===== src/rtl/multi_pipe_generator.sv =====
`default_nettype none
// ============================================================================
// Module   : multi_pipe_generator
// Purpose  : Scrolling pipe obstacles with LFSR gap heights and pass pulses.
// Revision : 1.0  initial release
// ============================================================================
module multi_pipe_generator #(
  parameter int          NUM_PIPES    = 3,
  parameter int          X_W          = 11,
  parameter int          SCREEN_W     = 1023,
  parameter int          PIPE_SPACING = 400,
  parameter int          STEP         = 3,
  parameter int          Y_MIN        = 300,
  parameter int          Y_MAX        = 560,
  parameter int          Y_INIT       = 320,
  parameter logic [15:0] LFSR_SEED    = 16'hACE1
) (
  input  logic                     clk,
  input  logic                     RESET_GAME_N,
  input  logic                     start,
  input  logic                     stop,
  input  logic                     move,
  input  logic [X_W-1:0]           bird_x,
  output logic [NUM_PIPES*X_W-1:0] pipe_x,
  output logic [NUM_PIPES*X_W-1:0] pipe_y,
  output logic [NUM_PIPES-1:0]     pipe_valid,
  output logic                     pass_pulse,
  output logic                     running
);

  localparam int c_wrap    = NUM_PIPES * PIPE_SPACING;
  localparam int c_y_range = Y_MAX - Y_MIN;
  localparam int c_yb      = $clog2(c_y_range + 1);
  localparam int c_cnt_w   = (NUM_PIPES > 1) ? $clog2(NUM_PIPES) : 1;

  if (c_wrap < SCREEN_W + 1) begin : g_chk_wrap
    $error("NUM_PIPES*PIPE_SPACING must cover the screen width");
  end
  if (PIPE_SPACING <= STEP) begin : g_chk_step
    $error("PIPE_SPACING must exceed STEP");
  end
  if (SCREEN_W + 1 + (NUM_PIPES - 1) * PIPE_SPACING >= (1 << X_W)) begin : g_chk_xw
    $error("initial pipe x does not fit in X_W bits");
  end
  if (Y_MAX >= (1 << X_W)) begin : g_chk_yw
    $error("Y_MAX does not fit in X_W bits");
  end
  if (LFSR_SEED == 16'h0000) begin : g_chk_seed
    $error("LFSR_SEED must be nonzero");
  end

  typedef enum logic [1:0] {
    S_IDLE   = 2'd0,
    S_LOAD   = 2'd1,
    S_RUN    = 2'd2,
    S_FROZEN = 2'd3
  } state_t;

  state_t               r_state;
  state_t               w_state_next;
  logic [c_cnt_w-1:0]   r_load_cnt;
  logic [15:0]          r_lfsr;
  logic                 r_pass;
  logic [c_yb-1:0]      w_r;
  logic [c_yb-1:0]      w_off;
  logic [X_W-1:0]       w_y_rand;
  logic [NUM_PIPES-1:0] w_pass;
  logic                 w_load_last;
  logic                 w_load_enter;
  logic                 w_tick;

  assign w_load_last  = (r_load_cnt == c_cnt_w'(NUM_PIPES - 1));
  assign w_load_enter = ((r_state == S_IDLE) || (r_state == S_FROZEN)) && start;
  // stop has priority over move, so a tick only happens when stop is low
  assign w_tick       = (r_state == S_RUN) && move && !stop;

  always_ff @(posedge clk or negedge RESET_GAME_N) begin
    if (!RESET_GAME_N) begin
      r_state <= S_IDLE;
    end else begin
      r_state <= w_state_next;
    end
  end

  always_comb begin
    w_state_next = r_state;
    case (r_state)
      S_IDLE:   if (start)       w_state_next = S_LOAD;
      S_LOAD:   if (w_load_last) w_state_next = S_RUN;
      S_RUN:    if (stop)        w_state_next = S_FROZEN;
      S_FROZEN: if (start)       w_state_next = S_LOAD;
      default:                   w_state_next = S_IDLE;
    endcase
  end

  always_ff @(posedge clk or negedge RESET_GAME_N) begin
    if (!RESET_GAME_N) begin
      r_load_cnt <= '0;
    end else if (w_load_enter) begin
      r_load_cnt <= '0;
    end else if ((r_state == S_LOAD) && !w_load_last) begin
      r_load_cnt <= r_load_cnt + c_cnt_w'(1);
    end
  end

  // Fibonacci LFSR, taps 16,14,13,11, shifting toward bit 0
  always_ff @(posedge clk or negedge RESET_GAME_N) begin
    if (!RESET_GAME_N) begin
      r_lfsr <= LFSR_SEED;
    end else begin
      r_lfsr <= {r_lfsr[0] ^ r_lfsr[2] ^ r_lfsr[3] ^ r_lfsr[5], r_lfsr[15:1]};
    end
  end

  // Out-of-range raw values fold back by R+1 instead of clamping, keeping spread
  assign w_r = r_lfsr[c_yb-1:0];
  always_comb begin
    w_off = w_r;
    if (int'(w_r) > c_y_range) begin
      w_off = w_r - c_yb'(c_y_range + 1);
    end
  end
  assign w_y_rand = X_W'(Y_MIN) + X_W'(w_off);

  for (genvar gi = 0; gi < NUM_PIPES; gi++) begin : g_pipe
    localparam logic [X_W-1:0] c_x_init = X_W'(SCREEN_W + 1 + gi * PIPE_SPACING);

    logic [X_W-1:0] r_x;
    logic [X_W-1:0] r_y;
    logic           w_wrap;
    logic [X_W-1:0] w_x_step;

    assign w_wrap   = (r_x < X_W'(STEP));
    assign w_x_step = w_wrap ? (r_x + X_W'(c_wrap - STEP)) : (r_x - X_W'(STEP));
    assign w_pass[gi] = !w_wrap && (r_x >= bird_x) && (w_x_step < bird_x);

    always_ff @(posedge clk or negedge RESET_GAME_N) begin
      if (!RESET_GAME_N) begin
        r_x <= c_x_init;
        r_y <= X_W'(Y_INIT);
      end else begin
        if (w_load_enter) begin
          r_x <= c_x_init;
        end else if (w_tick) begin
          r_x <= w_x_step;
        end
        if (((r_state == S_LOAD) && (r_load_cnt == c_cnt_w'(gi))) || (w_tick && w_wrap)) begin
          r_y <= w_y_rand;
        end
      end
    end

    assign pipe_x[gi*X_W +: X_W] = r_x;
    assign pipe_y[gi*X_W +: X_W] = r_y;
    assign pipe_valid[gi]        = (r_x <= X_W'(SCREEN_W));
  end

  always_ff @(posedge clk or negedge RESET_GAME_N) begin
    if (!RESET_GAME_N) begin
      r_pass <= 1'b0;
    end else begin
      r_pass <= w_tick && (|w_pass);
    end
  end

  assign pass_pulse = r_pass;
  assign running    = (r_state == S_RUN);

endmodule
`default_nettype wire


===== config.mk =====
export PLATFORM = sky130hd
export DESIGN_NAME = multi_pipe_generator
export DESIGN_NICKNAME = d
export VERILOG_FILES = /design/src/rtl/multi_pipe_generator.sv
export SDC_FILE = /design/constraint.sdc
export NUM_CORES = 1
export LEC_CHECK = 0
export ABC_AREA = 1
export CAP_MARGIN = 10
export CORE_ASPECT_RATIO = 0.75
export CORE_MARGIN = 10
export CORE_UTILIZATION = 50
export DETAILED_ROUTE_END_ITERATION = 8
export HOLD_SLACK_MARGIN = 0.12
export PLACE_DENSITY = 0.77
export SLEW_MARGIN = 20
export SYNTH_ARGS = -nofsm -noshare
export SYNTH_HDL_FRONTEND = slang
export SYNTH_SLANG_ARGS = --single-unit

===== constraint.sdc =====
create_clock -name clk -period 5.15 [get_ports clk]
set_input_delay 1.03 -clock clk [delete_from_list [all_inputs] [get_ports clk]]
set_output_delay 1.03 -clock clk [all_outputs]
set_load 0.05 [all_outputs]

After elaboration in Yosys (flattened, before gate mapping)

Cells that the tools add are included.

Add/subtract/negate cells: 9
Mux-type cells: 16
Bitwise logic cells: 3
Equality and inequality tests: 8
Order comparisons: 13
Reduce and logical (&&, ||, !) cells: 33

Operators by type and width:

| cell                                                                               | count |
|---|---|
| 11-bit 2-to-1 mux                                                                  | 9 |
| 11-bit adder, second input constant                                                | 3 |
| 11-bit >= comparator                                                               | 3 |
| 11-bit by 10-bit less-or-equal comparator with 1-bit output, second input constant | 3 |
| 11-bit less-than comparator                                                        | 3 |
| 11-bit by 2-bit less-than comparator with 1-bit output, second input constant      | 3 |
| 11-bit by 2-bit subtractor with 11-bit output, second input constant               | 3 |
| 1-bit logical AND                                                                  | 17 |
| 9-bit by 9-bit adder with 10-bit output, first input constant                      | 1 |
| 2-bit 2-to-1 mux                                                                   | 5 |
| 9-bit greater-than comparator, second input constant                               | 1 |
| 9-bit 2-to-1 mux                                                                   | 1 |
| 9-bit subtractor, second input constant                                            | 1 |
| 2-bit == test, second input constant                                               | 3 |
| 2-bit case mux with 3 select lines                                                 | 1 |
| 1-bit zero test                                                                    | 5 |
| 2-bit by 1-bit == test with 1-bit output, second input constant                    | 2 |
| 2-bit zero test                                                                    | 2 |
| 1-bit logical OR                                                                   | 4 |
| 2-bit inequality test, second input constant                                       | 2 |
| 2-bit nonzero test                                                                 | 2 |
| 3-bit AND reduction                                                                | 1 |
| 3-bit OR reduction                                                                 | 1 |
| 1-bit bitwise XOR                                                                  | 3 |
| other kinds (3)                                                                    | 3 |

Register bits: 87
Word-level logic and storage cells: 92
Input bits: 16
Output and inout bits: 71

Logic depth before layout (Yosys ltp)

Depth after elaboration: 6
Mapped depth: 19
Gate-level depth less buffers: 19

Worst setup path before layout

Ideal clock, no wire load.

Path type: register to output
Start point: reg g_pipe[0].r_x[0]
End point: out pipe_valid[0]
Buffers on the path: 0
Data required time: 4,120 ps
Path slack: 2,468 ps
Stages on the path, launching flop included: 6
Arrival: 1,652 ps
Path through: dfrtp_1 > ha_1 > inv_1 > nand2_1 > o41ai_1 > inv_1

Word-level cells in the longest chain between the ends: 1

RTL lines:

| item                                                        | RTL line | source |
|---|---|---|
| from (decl)                                                 | 128      | `logic [X_W-1:0] r_x;` |
| from (signal assigned)                                      | 139      | `r_x <= c_x_init;` |
| from (signal assigned)                                      | 143      | `r_x <= c_x_init;` |
| from (signal assigned)                                      | 145      | `r_x <= w_x_step;` |
| 11-bit by 10-bit less-or-equal comparator with 1-bit output | 155      | `assign pipe_valid[gi] = (r_x <= X_W'(SCREEN_W));` |
| to (decl)                                                   | 26       | `output logic [NUM_PIPES-1:0] pipe_valid,` |

No other way between the ends.

Final worst setup path

Start point: reg g_pipe[2].r_x[0]
End point: out pipe_valid[2]

Word-level cells in the longest chain between the ends: 1

RTL lines:

| item                                                        | RTL line |
|---|---|
| from (decl)                                                 | 128 |
| from (signal assigned)                                      | 139 |
| from (signal assigned)                                      | 143 |
| from (signal assigned)                                      | 145 |
| 11-bit by 10-bit less-or-equal comparator with 1-bit output | 155 |

No other way between the ends.

==> impl_results.md <==
- Status: finished clean
- Initial antenna violation count: 0
- Port Buffers: 83
- Worst setup EP type: output port
- Critical path arrival: 2410 ps
- Gr usage total: 20.1%
- Measured slew at the worst slew-check pin: 818 ps
- Seq/Total Area, Yosys: 35.9%
- Drt pass-1 iters: 5
- Final ANT Viol Nets: 0
- Via density: 5.41
- Root Buffer: clkbuf_16
- Sw frac: 47.9%
- Drt first-iter violations: 507
- Post-CTS Setup Inserts: 0
- Unique cell type count in the Yosys netlist: 40
- Clock Power Share: 19.2%
- WHS: 349 ps
- LEAKAGE: 3.64 nW
- Startpoint class of the critical path: flip-flop
- Ys flop type: dfrtp_1
- Worst-Skew Late Latency: 350 ps
- R2R Path Start: g_pipe[1].r_x[0]$_DFFE_PN0P_
- Core Area: 11600 um^2
- Ports: 87
- Die Span Y: 114 um
- Total grt overflow: 0
- Drt wl/cell: 16.9 um
- Post-CTS Resized: 0
- Area grow syn2layout: 21.9%
- Initial core utilization: 51.2%
- Data required time at the worst endpoint: 4120 ps
- Nets: 914
- Vias in the first global route: 5362
- Die Width: 146 um
- Global-route wire length before repair: 27.5 mm
- Crit Path Max Fanout: 7
- Fillers: 976
- Min-Delay Path Class: reg2reg
- Clock transition at path regs: 70 ps
- Comb pwr share: 54.6%
- Cell Pwr Density: 512 nW/um^2
- Critical hold path startpoint: r_lfsr[14]$_DFF_PN0_
- Vias after detailed routing: 5339
- Synthesis Warnings: 0
- RSZ-0062 raised after global routing: false
- Synthesized area: 5940 um^2
- Post-Syn Area per Cell: 8.09 um^2
- Final Max Slew Viols: 0
- Share of layout cells above drive strength 1: 10.3%
- Critical path class: reg2out
- Largest net degree at the start of global routing: 85
- DRT Wirelength: 16.6 mm
- Final setup viols: 0
- R2r endpoint: pass_pulse$_DFF_PN0_
- Num CTS Buffers: 9
- Int Pwr: 1.93 mW
- DRC: 0
- CTS H-tree depth: 3
- Clock sinks: 84
- Detailed placement HPWL: 12.5 mm
- Post-synthesis cell count: 735
- R2r setup slk: 2210 ps
- CTS tree: yes
- Number of enable flip-flop cells after synthesis: 0
- Hold Path Depth: 0
- Ys async rst share: 100%
- Max cap viols: 0
- Fmax achieved: 291 MHz
- Ant. Diodes: 0
- VDD IR-drop max: 0.289 mV
- Placer Congestion: 0.950
- Setup_tns: 0 ps
- Cells on worst reg2reg path: 19
- Max transition margin: 45.4%
- Final Hold Violating Endpoints: 0
- Clock Path Buffers: 2
- Clock Skews: 12.6 ps
- Fin cells: 987
- Endpoint, Worst Hold: r_lfsr[13]$_DFF_PN1_
- Hold_buf cts: 0
- Fin crit share: 66.8%
- Cell Rows: 34
- Dpl cells: 971
- Final Critical Period: 3440 ps
- Die area: 16700 um^2
- P_sw: 1.78 mW
- Register bit total from synthesis: 84
- Part of the power in registers: 26.1%
[kinds of logic (layout without fill, tap and decap cells)]
| family | count (synthesis) | count (layout) | synth area share, % |
|---|---|---|---|
| AND/OR/NAND/NOR | 314 | 314 | 24.7 |
| buffers and inverters | 118 | 206 | 7.83 |
| AO/OA/AOI/OAI | 111 | 111 | 10.7 |
| flip-flops | 84 | 84 | 35.9 |
| adder cells (fa/ha/maj) | 78 | 78 | 16.4 |
| XOR/XNOR | 29 | 29 | 4.40 |
| other | 1 | 3 | 0.0631 |
[layout by cell type, fill, tap and decap left out, types with 3 or more instances in the layout]
master	count
and3_1	3
inv_2	8
o21ai_0	33
dfrtp_1	61
clkdlybuf4s50_1	82
nand3_1	36
nand3b_1	6
nand2_2	15
a22o_1	3
clkbuf_16	9
o21a_1	5
nor3_1	6
a31oi_1	6
xor2_1	23
xnor2_1	5
o22ai_1	16
dfstp_2	23
nand4_1	15
conb_1	3
o41ai_1	3
nand2_4	6
inv_1	98
nor2_2	6
a21oi_1	37
ha_1	78
nand2_1	169
nor2_1	44
[area by class of cell]
class	instances	area (um^2)	share of cell area, %
repair buffers	84	840	11.6
clock inverters	4	73.8	1.02
multi-input cells	535	3350	46.3
flip-flops and latches	84	2130	29.4
clock buffers	12	246	3.40
inverters	106	398	5.49
well taps	162	203	2.80
[worst max-delay path: stages, from the launching register on]
cell and delay [ps]:
dfrtp_1 460, ha_1 270, inv_1 120, nand4_1 90, o41ai_1 340, inv_1 70, clkdlybuf4s50_1 710
[stage by stage]
step | instance area [um^2] | util, % | setup WS (ps) | power [mW]
after floorplan | 5950 | - | 2470 | 2.38
after global placement | 6920 | 59.6 | 2110 | 2.90
after detailed placement | 6920 | 59.6 | 2120 | 2.97
after CTS | 7240 | 62.4 | 1740 | 3.70
after global routing | 7250 | 62.4 | 1520 | 3.97
final | 7250 | 62.4 | 1710 | 3.71
[worst max-delay path by stage]
stage / start / endpoint / slack [ps] / cells past startpoint
2_1_floorplan: g_pipe[0].r_x[0]$_DFFE_PN0P_ / pipe_valid[0] / 2470 / 5
3_3_place_gp: g_pipe[0].r_x[0]$_DFFE_PN0P_ / pipe_valid[0] / 2110 / 6
3_5_place_dp: g_pipe[0].r_x[0]$_DFFE_PN0P_ / pipe_valid[0] / 2120 / 6
4_1_cts: g_pipe[2].r_x[0]$_DFFE_PN0P_ / pipe_valid[2] / 1740 / 6
5_1_grt: g_pipe[2].r_x[0]$_DFFE_PN0P_ / pipe_valid[2] / 1520 / 6
6_report: g_pipe[2].r_x[0]$_DFFE_PN0P_ / pipe_valid[2] / 1710 / 6
[layer usage]
| layer | routed length, um | GRT usage (%) | part of all wire, % | up-vias |
|---|---|---|---|---|
| met5 | 0 | 0 | 0 | - |
| met4 | 177 | 4.50 | 1.1 | 0 |
| met3 | 1320 | 4.50 | 8.0 | 19 |
| met2 | 7440 | 31.3 | 45 | 220 |
| met1 | 7710 | 28.1 | 46 | 2509 |
| li1 | - | - | - | 2591 |
[flip-flops by register name (all words and copies together) (netlist names)]
register,count
g_pipe.r_x,33
g_pipe.r_y,30
r_lfsr,16
r_load_cnt,2
r_state,2
pass_pulse,1
[power by group through the flow]
stage               logic, mW  registers, mW  clock network (mW)
floorplan                1.05           1.33                   0
global placement         1.93          0.970                   0
detailed placement       2.00          0.975                   0
CTS                      2.01          0.966               0.723
global route             2.23          0.991               0.747
finish                   2.03          0.969               0.713
[cell usage after synthesis (8+ instances only)]
cell type / number / area, um^2
nor2_1: 44 / 165
ha_1: 78 / 976
nand2_2: 15 / 93.8
a21oi_1: 37 / 185
inv_2: 8 / 30.0
dfrtp_1: 61 / 1530
dfstp_2: 23 / 604
xor2_1: 23 / 201
o22ai_1: 16 / 100
nand4_1: 15 / 93.8
nand2_1: 169 / 634
o21ai_0: 33 / 165
inv_1: 98 / 368
nand3_1: 36 / 180
(Power assumes the default switching activity.)
